--- src/rtl/line_buffer_3x3.sv ---
// Streaming 3x3 window generator with two line memories.
// Emits one window per accepted interior pixel, latency one clock.
module line_buffer_3x3 #(
  parameter int DATA_WIDTH = 8,
  parameter int WIDTH      = 5,
  parameter int HEIGHT     = 5
) (
  input  logic                  clk,
  input  logic                  rst_n,
  input  logic                  in_valid,
  input  logic [DATA_WIDTH-1:0] pix_in,
  output logic                  win_valid,
  output logic [DATA_WIDTH-1:0] p00,
  output logic [DATA_WIDTH-1:0] p01,
  output logic [DATA_WIDTH-1:0] p02,
  output logic [DATA_WIDTH-1:0] p10,
  output logic [DATA_WIDTH-1:0] p11,
  output logic [DATA_WIDTH-1:0] p12,
  output logic [DATA_WIDTH-1:0] p20,
  output logic [DATA_WIDTH-1:0] p21,
  output logic [DATA_WIDTH-1:0] p22
);

  localparam int CW = (WIDTH > 1) ? $clog2(WIDTH) : 1;
  localparam int RW = (HEIGHT > 1) ? $clog2(HEIGHT) : 1;

  localparam logic [CW-1:0] COL_LAST = CW'(WIDTH - 1);
  localparam logic [RW-1:0] ROW_LAST = RW'(HEIGHT - 1);
  localparam logic [CW-1:0] COL_TWO  = CW'(2);
  localparam logic [RW-1:0] ROW_TWO  = RW'(2);

  logic [CW-1:0]         r_col;
  logic [RW-1:0]         r_row;
  logic [DATA_WIDTH-1:0] r_line0 [WIDTH];
  logic [DATA_WIDTH-1:0] r_line1 [WIDTH];

  logic w_col_end;
  logic w_row_end;
  logic w_qual;

  assign w_col_end = (r_col == COL_LAST);
  assign w_row_end = (r_row == ROW_LAST);
  assign w_qual    = (r_row >= ROW_TWO) && (r_col >= COL_TWO);

  always_ff @(posedge clk or negedge rst_n) begin
    if (!rst_n) begin
      r_col <= '0;
      r_row <= '0;
    end else if (in_valid) begin
      if (w_col_end) begin
        r_col <= '0;
        r_row <= w_row_end ? '0 : r_row + 1'b1;
      end else begin
        r_col <= r_col + 1'b1;
      end
    end
  end

  // Line memories hold stale data after reset; the row/col gate hides it.
  always_ff @(posedge clk) begin
    if (in_valid) begin
      r_line1[r_col] <= r_line0[r_col];
      r_line0[r_col] <= pix_in;
    end
  end

  always_ff @(posedge clk or negedge rst_n) begin
    if (!rst_n) begin
      win_valid <= 1'b0;
      p00 <= '0;
      p01 <= '0;
      p02 <= '0;
      p10 <= '0;
      p11 <= '0;
      p12 <= '0;
      p20 <= '0;
      p21 <= '0;
      p22 <= '0;
    end else begin
      win_valid <= in_valid && w_qual;
      if (in_valid) begin
        p00 <= p01;
        p01 <= p02;
        p02 <= r_line1[r_col];
        p10 <= p11;
        p11 <= p12;
        p12 <= r_line0[r_col];
        p20 <= p21;
        p21 <= p22;
        p22 <= pix_in;
      end
    end
  end

endmodule

--- config.mk ---
export PLATFORM = sky130hd
export DESIGN_NAME = line_buffer_3x3
export DESIGN_NICKNAME = d
export VERILOG_FILES = /design/src/rtl/line_buffer_3x3.sv
export SDC_FILE = /design/constraint.sdc
export NUM_CORES = 1
export LEC_CHECK = 0
export CORE_MARGIN = 1.5
export CORE_UTILIZATION = 30
export DETAILED_ROUTE_END_ITERATION = 10
export GPL_TIMING_DRIVEN = 1
export PLACE_DENSITY = 0.52
export SLEW_MARGIN = 20
export SYNTH_ARGS = -nofsm -noshare
export SYNTH_HDL_FRONTEND = slang
export SYNTH_SLANG_ARGS = --single-unit
--- constraint.sdc ---
create_clock -name clk -period 3.7 [get_ports clk]
set_clock_uncertainty 0.2 [all_clocks]
set_input_delay 0.37 -clock clk [delete_from_list [all_inputs] [get_ports clk]]
set_output_delay 0.37 -clock clk [all_outputs]
set_load 0.01 [all_outputs]
==> metrics.txt <==
Int Pwr=approximately 4.6 mW; async set-reset flop share out of synthesis=0.497; global-route wire length before repair=between 15 and 20 mm; relative slew slack=0.287; sw power=1.75 mW; CP Capture Type=register; Worst Path Required=~3.8 ns; buffers added on ports=83; Startpoint Class=register; vias in the first global route=~3.4k; H-tree levels=4; DR pass1 iterations=4; Synth warnings=0; worst vdd ir=0.334 mV; share of cells above drive strength 1=0.289; wire length on met2=5.96 mm; WL final=11.9 mm; diode count=0; top-area cell type share of the netlist area=0.395; P&R area growth vs syn=29.0%; crit path max fanout=22; part of the cycle the worst path needs=0.654; Vias/cell=between 4 and 5; total CTS buffers=17; Skew-Pair Late Insertion Delay=0.41 ns; cell taking the most area after synthesis=edfxtp_1; Main synth FF type=edfxtp_1; Core Region=0.0197 mm^2; Setup TNS=0 ns; largest net degree at the start of global routing=80; IO Pins=84; Multi-input gate area=between 0.0015 and 0.002 mm^2; met3 wire len=506 um; worst hold-check path type=in -> reg; status=complete, no violations; Metal-1 WL=5.32 mm; CTS Buffer Depth=2; unrepaired setup endpoints after global routing=no; highest metal used=met4; Clock Sinks=159; die height=145 um; number of flops mapped to enable cells by yosys=80; Syn Nets=345; GRT Residual Overflow=0; Final Power=about 6.3 mW; final setup fails=0; total setup buffers inserted after CTS=0; Unique masters post-synth=27; Sw Share=0.276; Leak Pwr=around 3 nW; PD cells=808 mW/mm^2; Flop pwr share=0.440; die area=0.0211 mm^2; fmax=413 MHz; initial antenna violation count=0; row count=51; Fin. Hold Viols=0; crit path DAT=2.52 ns; largest cells by area after synthesis=edfxtp_1 (40%), dfrtp_1 (33%), mux2_2 (12%), mux4_2 (5.2%), a221o_1 (2.1%); Comb pwr share=0.289; Mapped Area=0.00608 mm^2; total track usage=0.120; die width=between 100 and 150 um; clock root buffer=clkbuf_16; GPL Wtd Cong=slightly below 0.7; wire length per cell=between 15 and 20 um; slew at the pin closest to its max-slew limit=1.07 ns; post-route ant nets=0; Tmin final=2.42 ns; synthesis-stage register bit count=159; Slew Viols, Final=0; DRC Markers=0; storage element area=0.00438 mm^2; Starting Density=0.309; layout filler cell count=1832; sequential element share of the synthesized area=0.720; Crit Path Class=reg -> reg; Post-Route Utilization=0.399; NumNets Final=between 400 and 500; max_cap viols=0; Clock power frac=0.271; Starting DRT DRC Count=140; CTS tree=done; post-synthesis instance total=~330; DP HPWL=about 7 mm; via count=3180; syn avg cell area=18.5 um^2; Clk pin slew, worst setup/hold paths=0.06 ns
sequential cells by signal, summed over array words and instances (netlist names), 8 cells and up:
signal and flops:
p10 8, p20 8, p00 8, p12 8, p02 8, p21 8, r_line0 40, p22 8
p01 8, p11 8, r_line1 40
final timing paths:
kind | start | depth (start not counted) | slack [ns] | end
max in group asynchronous | rst_n | 2 | 2.42 | p20[3]
min reg2reg | p00[3] | 1 | 0.30 | p00[3]
max | r_col[1] | 4 | 1.28 | r_row[0]
max reg2reg | r_col[1] | 4 | 1.28 | r_row[0]
min in group asynchronous | rst_n | 2 | 0.38 | p11[6]
min | in_valid | 3 | 0.23 | r_col[1]
per-layer routing:
metal	up-vias	GRT usage
li1	1454	-
met3	8	0.0364
met2	71	0.201
met1	1647	0.150
met4	0	0.0352
met5	-	0
power by group through the flow:
stage               clock (mW)  combinational [mW]  sequential (mW)
floorplan                    0               0.859             2.85
global placement             0                1.83             2.81
detailed placement           0                1.86             2.84
CTS                       1.77                1.87             2.81
global route              1.85                1.98             2.87
finish                    1.72                1.83             2.79
cells by family (layout without fill, tap and decap cells):
group / after synthesis / count (layout) / synth area share
flops: 159 / 159 / 0.720
mux: 82 / 82 / 0.183
simple gates: 35 / 35 / 0.0333
compound gates: 24 / 24 / 0.0344
buf+inv: 24 / 131 / 0.0187
fa+ha+maj: 5 / 5 / 0.0103
worst max-delay path, cell delays in order, from the launching register on:
cell	delay, ns
dfrtp_1	1.05
inv_1	0.26
ha_1	0.31
nand3_1	0.13
mux2_2	0.35
synthesized netlist by cell type, drive strengths merged, types with 4 or more instances:
cell type,n
inv,5
mux4,16
nor2b,4
nand2b,4
dfrtp,79
buf,11
nor3,6
and3,16
ha,5
a221o,13
mux2,66
edfxtp,80
clkbuf,8
through the flow:
stage / hold WS, ns / instances / cell area [um^2] / setup slack (ns)
floorplan: -0.126 / 329 / 6080 / 1.06
global route: 0.255 / 701 / 7840 / 1.15
CTS: 0.223 / 701 / 7840 / 1.22
finish: 0.233 / 701 / 7840 / 1.28
detailed placement: 0.295 / 668 / 7240 / 1.24
global placement: 0.288 / 668 / 7240 / 1.31
cell usage in the layout (no fill, tap or decap), types with 2 or more instances in the layout:
| cell type | count |
|---|---|
| mux2_2 | 66 |
| nand2b_1 | 4 |
| nor3_2 | 5 |
| clkinv_2 | 6 |
| clkbuf_16 | 17 |
| clkinv_1 | 3 |
| a221o_1 | 13 |
| and3_1 | 16 |
| mux4_1 | 2 |
| mux4_2 | 14 |
| edfxtp_1 | 80 |
| ha_1 | 5 |
| a211o_1 | 3 |
| buf_4 | 11 |
| inv_1 | 5 |
| bufinv_16 | 3 |
| o21ai_0 | 3 |
| nand2_1 | 2 |
| dfrtp_1 | 79 |
| nor2b_1 | 4 |
| clkdlybuf4s50_1 | 81 |
layout make-up:
cell class,count,area share
Sequential cell,159,0.558
Multi-Input combinational cell,146,0.205
Timing Repair Buffer,94,0.117
Clock buffer,18,0.0560
Tap cell,265,0.0423
Clock inverter,14,0.0188
Inverter,5,0.00239
timing repair:
item,in CTS,in global routing
setup endpoints to repair,0,0
hold endpoints to repair,20,0
hold buffers,1,0
resized for setup,0,0
Power figures use the tool's default switching activity.
